==> src/rtl/jamia_pkg.sv <==
// rtl/jamia_pkg.sv - shared fetch/machine-control types and constants
package jamia_pkg;

  localparam logic [1:0] PC_BOOT = 2'b00;
  localparam logic [1:0] PC_NEXT = 2'b01;
  localparam logic [1:0] PC_TRAP = 2'b10;
  localparam logic [1:0] PC_EPC  = 2'b11;

  typedef enum logic [2:0] {
    IF_IDLE  = 3'd0,
    IF_REQ   = 3'd1,
    IF_WAIT  = 3'd2,
    IF_HOLD  = 3'd3,
    IF_MISAL = 3'd4
  } fetch_state_t;

  localparam logic [3:0] CAUSE_MISALIGNED_FETCH = 4'd0;

  function automatic logic is_misaligned(input logic [1:0] lsb);
    return lsb != 2'b00;
  endfunction

endpackage

==> src/rtl/pc_next_sel.sv <==
// rtl/pc_next_sel.sv - redirect target mux with flush > branch priority and alignment check
module pc_next_sel
  import jamia_pkg::*;
#(
  parameter int              XLEN      = 32,
  parameter logic [XLEN-1:0] BOOT_ADDR = '0
) (
  input  logic            i_flush,
  input  logic [1:0]      i_pc_src,
  input  logic [XLEN-1:0] i_trap_addr,
  input  logic [XLEN-1:0] i_epc,
  input  logic            i_branch_taken,
  input  logic [XLEN-1:0] i_branch_target,
  input  logic [XLEN-1:0] i_pc,
  output logic            o_redirect,
  output logic [XLEN-1:0] o_target,
  output logic            o_misaligned,
  output logic [XLEN-1:0] o_seq_pc
);

  always_comb begin
    o_seq_pc   = i_pc + XLEN'(4);
    o_target   = o_seq_pc;
    o_redirect = i_flush | i_branch_taken;
    if (i_flush) begin
      case (i_pc_src)
        PC_BOOT: o_target = BOOT_ADDR;
        PC_NEXT: o_target = o_seq_pc;
        PC_TRAP: o_target = i_trap_addr;
        PC_EPC:  o_target = i_epc;
      endcase
    end else if (i_branch_taken) begin
      o_target = i_branch_target;
    end
    o_misaligned = o_redirect && is_misaligned(o_target[1:0]);
  end

endmodule

==> src/rtl/instr_fetch_unit.sv <==
// rtl/instr_fetch_unit.sv - single-outstanding instruction fetch stage owning the PC
module instr_fetch_unit
  import jamia_pkg::*;
#(
  parameter int              XLEN      = 32,
  parameter logic [XLEN-1:0] BOOT_ADDR = '0
) (
  input  logic            clk_in,
  input  logic            rst_in,
  input  logic [1:0]      pc_src_in,
  input  logic            flush_in,
  input  logic [XLEN-1:0] trap_addr_in,
  input  logic [XLEN-1:0] epc_in,
  input  logic            branch_taken_in,
  input  logic [XLEN-1:0] branch_target_in,
  input  logic            stall_in,
  output logic            imem_req_out,
  output logic [XLEN-1:0] imem_addr_out,
  input  logic            imem_gnt_in,
  input  logic            imem_rvalid_in,
  input  logic [XLEN-1:0] imem_rdata_in,
  output logic            instr_valid_out,
  output logic [XLEN-1:0] instr_out,
  output logic [XLEN-1:0] pc_out,
  output logic            misaligned_instr_out
);

  fetch_state_t    r_state, w_state_nxt;
  logic [XLEN-1:0] r_pc, w_pc_nxt;
  logic [XLEN-1:0] r_instr, w_instr_nxt;
  logic            r_valid, w_valid_nxt;
  logic            r_kill, w_kill_nxt;
  logic            r_misal, w_misal_nxt;

  logic            w_redirect;
  logic [XLEN-1:0] w_target;
  logic            w_target_misal;
  logic [XLEN-1:0] w_seq_pc;
  logic            w_req;
  logic            w_in_flight;

  pc_next_sel #(.XLEN(XLEN), .BOOT_ADDR(BOOT_ADDR)) u_pc_next_sel (
    .i_flush         (flush_in),
    .i_pc_src        (pc_src_in),
    .i_trap_addr     (trap_addr_in),
    .i_epc           (epc_in),
    .i_branch_taken  (branch_taken_in),
    .i_branch_target (branch_target_in),
    .i_pc            (r_pc),
    .o_redirect      (w_redirect),
    .o_target        (w_target),
    .o_misaligned    (w_target_misal),
    .o_seq_pc        (w_seq_pc)
  );

  // While a killed response is still owed, the request line stays low.
  assign w_req       = (r_state == IF_REQ) && !r_kill;
  assign w_in_flight = ((r_state == IF_WAIT) && !imem_rvalid_in) ||
                       (w_req && imem_gnt_in);

  always_comb begin
    w_state_nxt = r_state;
    w_pc_nxt    = r_pc;
    w_instr_nxt = r_instr;
    w_valid_nxt = r_valid;
    w_misal_nxt = r_misal;
    w_kill_nxt  = r_kill && !imem_rvalid_in;
    if (w_redirect) begin
      w_pc_nxt    = w_target;
      w_valid_nxt = 1'b0;
      w_misal_nxt = w_target_misal;
      w_state_nxt = w_target_misal ? IF_MISAL : IF_REQ;
      if (w_in_flight) w_kill_nxt = 1'b1;
    end else begin
      case (r_state)
        IF_IDLE: w_state_nxt = IF_REQ;
        IF_REQ: begin
          if (w_req && imem_gnt_in) w_state_nxt = IF_WAIT;
        end
        IF_WAIT: begin
          if (imem_rvalid_in) begin
            w_instr_nxt = imem_rdata_in;
            w_valid_nxt = 1'b1;
            w_state_nxt = IF_HOLD;
          end
        end
        IF_HOLD: begin
          if (!stall_in) begin
            w_valid_nxt = 1'b0;
            w_pc_nxt    = w_seq_pc;
            w_state_nxt = IF_REQ;
          end
        end
        IF_MISAL: w_state_nxt = IF_MISAL;
        default:  w_state_nxt = IF_IDLE;
      endcase
    end
  end

  always_ff @(posedge clk_in or negedge rst_in) begin
    if (!rst_in) begin
      r_state <= IF_IDLE;
      r_pc    <= BOOT_ADDR;
      r_instr <= '0;
      r_valid <= 1'b0;
      r_kill  <= 1'b0;
      r_misal <= 1'b0;
    end else begin
      r_state <= w_state_nxt;
      r_pc    <= w_pc_nxt;
      r_instr <= w_instr_nxt;
      r_valid <= w_valid_nxt;
      r_kill  <= w_kill_nxt;
      r_misal <= w_misal_nxt;
    end
  end

  assign imem_req_out         = w_req;
  assign imem_addr_out        = {r_pc[XLEN-1:2], 2'b00};
  assign instr_valid_out      = r_valid;
  assign instr_out            = r_instr;
  assign pc_out               = r_pc;
  assign misaligned_instr_out = r_misal;

endmodule

==> config.mk <==
export PLATFORM = sky130hd
export DESIGN_NAME = instr_fetch_unit
export DESIGN_NICKNAME = d
export VERILOG_FILES = /design/src/rtl/jamia_pkg.sv /design/src/rtl/pc_next_sel.sv /design/src/rtl/instr_fetch_unit.sv
export SDC_FILE = /design/constraint.sdc
export NUM_CORES = 1
export LEC_CHECK = 0
export BUFFER_PORTS_ARGS = -buffer_cell sky130_fd_sc_hd__buf_2
export CORE_MARGIN = 1
export CORE_UTILIZATION = 26
export DETAILED_ROUTE_END_ITERATION = 10
export SETUP_SLACK_MARGIN = 0.5
export SLEW_MARGIN = 20
export SYNTH_ARGS = -nofsm -noshare
export SYNTH_HDL_FRONTEND = slang
export SYNTH_SLANG_ARGS = --single-unit
==> constraint.sdc <==
create_clock -name clk_in -period 2.5 [get_ports clk_in]
set_clock_uncertainty 0.2 [all_clocks]
set_input_delay 0.25 -clock clk_in [delete_from_list [all_inputs] [get_ports clk_in]]
set_output_delay 0.25 -clock clk_in [all_outputs]
set_load 0.1 [all_outputs]
# Word-level counts from Yosys, hierarchy flattened

Cells that the tools add are included.

Bitwise operators: 2
Multiplexer cells: 18
Reductions and logical operators: 17
Eq/ne operators: 11
Add/subtract/negate cells: 1

Operators with widths:

| operator              | count |
|---|---|
| $mux 32               | 5 |
| $pmux 32 s4           | 1 |
| $add 32x3->32 const B | 1 |
| $mux 3                | 5 |
| $pmux 3 s5            | 1 |
| $reduce_and 3->1      | 3 |
| $eq 3x2->1 const B    | 2 |
| $ne 3x2->1 const B    | 2 |
| $logic_and 1x1->1     | 5 |
| $mux 1                | 5 |
| $eq 2x2->1 const B    | 2 |
| $reduce_bool 2->1     | 2 |
| $eq 3x1->1 const B    | 1 |
| $eq 3x3->1 const B    | 1 |
| $logic_not 3->1       | 1 |
| $ne 3x1->1 const B    | 1 |
| $reduce_bool 3->1     | 1 |
| $eq 2x1->1 const B    | 1 |
| $logic_not 1->1       | 2 |
| $logic_not 2->1       | 1 |
| $ne 2x1->1 const B    | 1 |
| $pmux 1 s2            | 1 |
| $reduce_and 2->1      | 1 |
| $logic_or 1x1->1      | 1 |
| other kinds (2)       | 2 |

Output and inout port bits: 99
Register bits: 70
Word-level logic and storage cells: 55

# Longest topological paths before layout

Depth after elaboration: 7
Mapped depth: 8

# Modules after synthesis

Synthesis repeated with hierarchy kept, for this count alone.

Cells, all modules: 476
Area, all modules: 5,182.5 um^2

Modules (own cells, without submodules):

| module           | seq. area each (um^2) | cells each | area an instance (um^2) | times used |
|---|---|---|---|---|
| instr_fetch_unit | 1,751.7               | 240        | 3,523.4                 | 1 |
| pc_next_sel      | 0.0                   | 236        | 1,659.1                 | 1 |

# Least setup slack after synthesis

No wires, ideal clock.

Path type: register -> register
Start point: register r_state[0]
End point: register r_state[1]
Setup slack: -1,716 ps
Path buffers: 0
Setup time: 82 ps
Stages on the path, launching flop included: 5
Arrival time: 3,934 ps
Cell sequence: dfrtp_1 > inv_1 > nor4_1 > nand2_1 > a21oi_1

Cells in the longest elaborated chain, start to end: 5
Elaborated cells on any way between the ends: 13
Classes of those cells: 7 x eq/ne; 2 x mux; 4 x reduce/logical

Ends and longest elaborated chain:

| item                       | line                    | source |
|---|---|---|
| start, declared            | instr_fetch_unit.sv:28  | `fetch_state_t r_state, w_state_nxt;` |
| start signal, assigned     | instr_fetch_unit.sv:109 | `r_state <= w_state_nxt;` |
| $eq 3x1->1                 | instr_fetch_unit.sv:57  | `assign w_req = (r_state == IF_REQ) && !r_kill;` |
| $logic_and 1x1->1          | instr_fetch_unit.sv:57  |  |
| named net imem_req_out     | instr_fetch_unit.sv:17  | `output logic imem_req_out,` |
| $logic_and 1x1->1          | instr_fetch_unit.sv:78  | `if (w_req && imem_gnt_in) w_state_nxt = IF_WAIT;` |
| $ne 3x1->1 (no line)       | --                      |  |
| $reduce_and 3->1 (no line) | --                      |  |

The timed path passes the listed nets, and every way through them passes these cells.
A chain may end at the register's enable or synchronous reset.

# Final worst setup path

Start point: register r_pc[15] (netlist: pc_out[15])
End point: register r_pc[30] (netlist: pc_out[30])

Cells in the longest elaborated chain, start to end: 4
Elaborated cells on any way between the ends: 7
Classes of those cells: 1 x add/sub; 6 x mux

Ends and longest elaborated chain:

| item                                      | line                                      | source |
|---|---|---|
| start, declared                           | instr_fetch_unit.sv:29                    | `logic [XLEN-1:0] r_pc, w_pc_nxt;` |
| start signal, assigned                    | instr_fetch_unit.sv:110                   | `r_pc <= w_pc_nxt;` |
| $add 32x3->32 *                           | pc_next_sel.sv:22                         | `o_seq_pc = i_pc + XLEN'(4);` |
| $pmux 32 s4, or another cell as far along | pc_next_sel.sv:26                         | `case (i_pc_src)` |
| $mux 32 (on tied branches)                | pc_next_sel.sv:25, instr_fetch_unit.sv:75 |  |
| $mux 32 *                                 | instr_fetch_unit.sv:68                    | `if (w_redirect) begin` |

Mark *: on every way between the ends. The rest lies on a longest branch, timed or not. The select of a mux whose other input is x is not followed.

==> results.md <==
- Share of layout cells above drive strength 1: 0.499
- Max-slew violation count: 0
- Antenna violations before repair: 0
- Post-synth EDFFs: 0
- Ys async rst share: 1.00
- Worst path slowest cell: dfrtp_4
- Cells after synthesis: between 500 and 600
- Nets: between 900 and 1000
- Kind of end point of the critical path: flop
- Routed WL: roughly 18 mm
- Crit path from: pc_out[15]
- Synth Area in XOR/XNOR: 0.00555
- IO Count: 236
- ANT nets after route: 0
- Diodes inserted: 0
- Cts bufs inserted: 9
- H-tree depth: 3
- CTS max path bufs: 2
- Total gr overflow: 0
- Syn Area/Cell: 9.18 um^2
- CTS root buf: clkbuf_16
- Insertion delay to the later sink of the worst-skew pair: between 0.3 and 0.4 ns
- Vias in the first global route: roughly 4600
- Maximum fanout along the worst path: 8
- Main combinational cell family by area after synthesis: compound AO/OA/AOI/OAI gates
- Crit-path cells: nand4_4, nor4_4, nand3_2, or4b_1, a32oi_1
- Core box area: ~18000 um^2
- Tmin final: 2.02 ns
- First-pass GRT wire length: between 20 and 30 mm
- Synth Flop Type: dfrtp_1
- Outcome: finished clean
- Synth Cell Area: 4740 um^2
- Wire length per cell: between 15 and 20 um
- Final Hold Viols: 0
- Via count: between 5000 and 6000
- Arrival time at the worst endpoint: 2.08 ns
- Setup crit start kind: flop
- Starting DRT DRC Count: approximately 340
- GP Congestion: 0.832
- DRC viols: 0
- PD cells: about 700 nW/um^2
- Worst Hold Class: in -> reg
- Reg clk slew, reported paths: 0.06 ns
- LEAKAGE: 0.00346 uW
- Die span in x: ~140 um
- Placed Cells: about 940
- Worst-Margin Slew: about 0.74 ns
- Yosys warns: 0
- WS Path Type: reg -> reg
- Max-Cap Viols: 0
- Final setup vio count: 0
- CTS tree: done
- Maximum clock rate: just under 0.5 GHz
- Hold_sp: branch_target_in[1]
- Peak supply drop: ~0.00035 V
- Post-synthesis mux area share: 0.158
- Largest net degree at the start of global routing: 39
- Synth unique cells: 70
- PortBufs: ~230
- Synth-to-Final Area Change: 51.0%
- Max-slew headroom: 0.502
- Compound-Gate Fraction of Synth Area: 0.195
- Die height: 137 um
- Fin crit share: 0.807
- Worst Path Required: around 2.6 ns
- Final cell count without fillers: 1011
- Placement Rows: 48
- Fillcell total: around 1800
- Die Area: about 19000 um^2
- Unrepaired setup endpoints after global routing: true
- Router iterations before antenna repair: 5
- GRT Total Usage: 0.185
- Initial core utilization: 0.270
- Adder-cell share of the synthesized area: 0.00264
- Yosys reg bits: 70
- Max stage delay on crit path: roughly 0.47 ns
- Setup tns final: 0 ns
- Clock sink count: 70
- Register area share after synthesis: 0.370
- Worst r2r src: pc_out[15]
- Drt via density: about 5.0
- Hpwl dp: around 13 mm
- Post-Synth Simple-Gate Area: 0.182
## registers in the layout, indices dropped and copies added (netlist names)
signal and count:
r_state 3, instr_out 32, pc_out 32, r_kill 1, misaligned_instr_out 1, instr_valid_out 1
## worst paths after layout
check                      slack [ns]                   end  cells past startpoint
max                              0.48            pc_out[30]                      5
min                              0.01             pc_out[1]                      3
max reg2reg                      0.48            pc_out[30]                      5
min reg2reg                      0.27  misaligned_instr_out                      1
max in group asynchronous        1.25            r_state[2]                      3
min in group asynchronous        0.27            pc_out[23]                      2
## kinds of logic (layout without fill, tap and decap cells)
group	count (synthesis)	after routing
compound gates	136	136
mux	70	70
other cells	1	2
buf+inv	72	341
flops	70	70
simple gates	163	163
fa+ha+maj	1	1
xor+xnor	3	3
## layout make-up
type                       count  area, um^2  area share
sequential                    70        1850       0.258
timing repair buffer         316        1940       0.271
tap                          225         282      0.0394
clock buffer                  10         229      0.0320
clock inverter                 6        71.3     0.00997
multi-input combinational    375        2750       0.385
inverter                       9        33.8     0.00472
## what timing repair did
| action | CTS | global route |
|---|---|---|
| hold buffers | 39 | 0 |
| gates resized for setup | 5 | 18 |
| hold endpoints to repair | 75 | 0 |
| setup endpoints to repair | 10 | 50 |
| setup buffers | 8 | 13 |
| pin swaps | 2 | 5 |
## layer usage
layer / track usage / wire length, um
met1: 0.238 / 7430
met2: 0.288 / 8280
met3: 0.0541 / 1420
met4: 0.0763 / 490
met5: 0 / 0
## power breakdown
| group | internal, uW | switching (uW) |
|---|---|---|
| registers | 1280 | 157 |
| logic | 500 | 1770 |
| clock network | 780 | 532 |
| total | 2560 | 2450 |
## metrics by stage
step | setup slack (ns) | power, uW | util | hold slack (ns) | instance area [um^2]
floorplan | 0.183 | 3240 | - | -0.246 | 4940
global placement | 0.358 | 3620 | 0.354 | 0.0908 | 6210
finish | 0.482 | 5020 | 0.408 | 0.0140 | 7150
CTS | 0.425 | 5020 | 0.398 | 0.0124 | 6970
global route | 0.378 | 5220 | 0.408 | 0.0482 | 7150
detailed placement | 0.338 | 3620 | 0.354 | 0.0949 | 6210
## synthesized netlist by cell type (all sizes together) (4+ instances only)
cell type	instances	area [um^2]
dfrtp	70	1750
buf	46	312
nor2	38	143
mux2	37	417
nand2	35	131
mux2i	33	330
a21oi	29	145
o21ai	26	130
nor2b	18	113
clkbuf	17	63.8
nor3	16	85.1
o22ai	16	100
nand3	14	75.1
nand4	10	68.8
inv	9	33.8
a31oi	8	50.1
and3	7	43.8
o22a	7	61.3
and4	6	53.8
nor4	5	46.3
and2	4	25.0
## placed cells by master, fill, tap and decap left out, types with 6 or more instances in the layout
master,Yosys,final
a21oi_1,29,29
a31oi_1,8,8
and3_1,7,6
buf_2,12,231
buf_4,33,40
clkbuf_16,0,9
dfrtp_1,70,41
dfrtp_2,0,6
dfrtp_4,0,23
dlygate4sd3_1,0,39
inv_1,9,9
mux2_2,36,36
mux2i_1,33,33
nand2_1,35,31
nand3_1,13,9
nand4_1,9,9
nor2_1,38,33
nor2b_1,18,18
nor3_1,15,12
o21ai_0,26,25
o22a_1,7,7
o22ai_1,16,16
## worst max-delay path, delay by kind of cell, from the launching register on
kind             cells  cell delay, ns
AND/OR/NAND/NOR      4            1.09
AO/OA/AOI/OAI        1            0.17
flip-flops           1            0.47
Note: power is estimated with default switching activity, not from simulation.
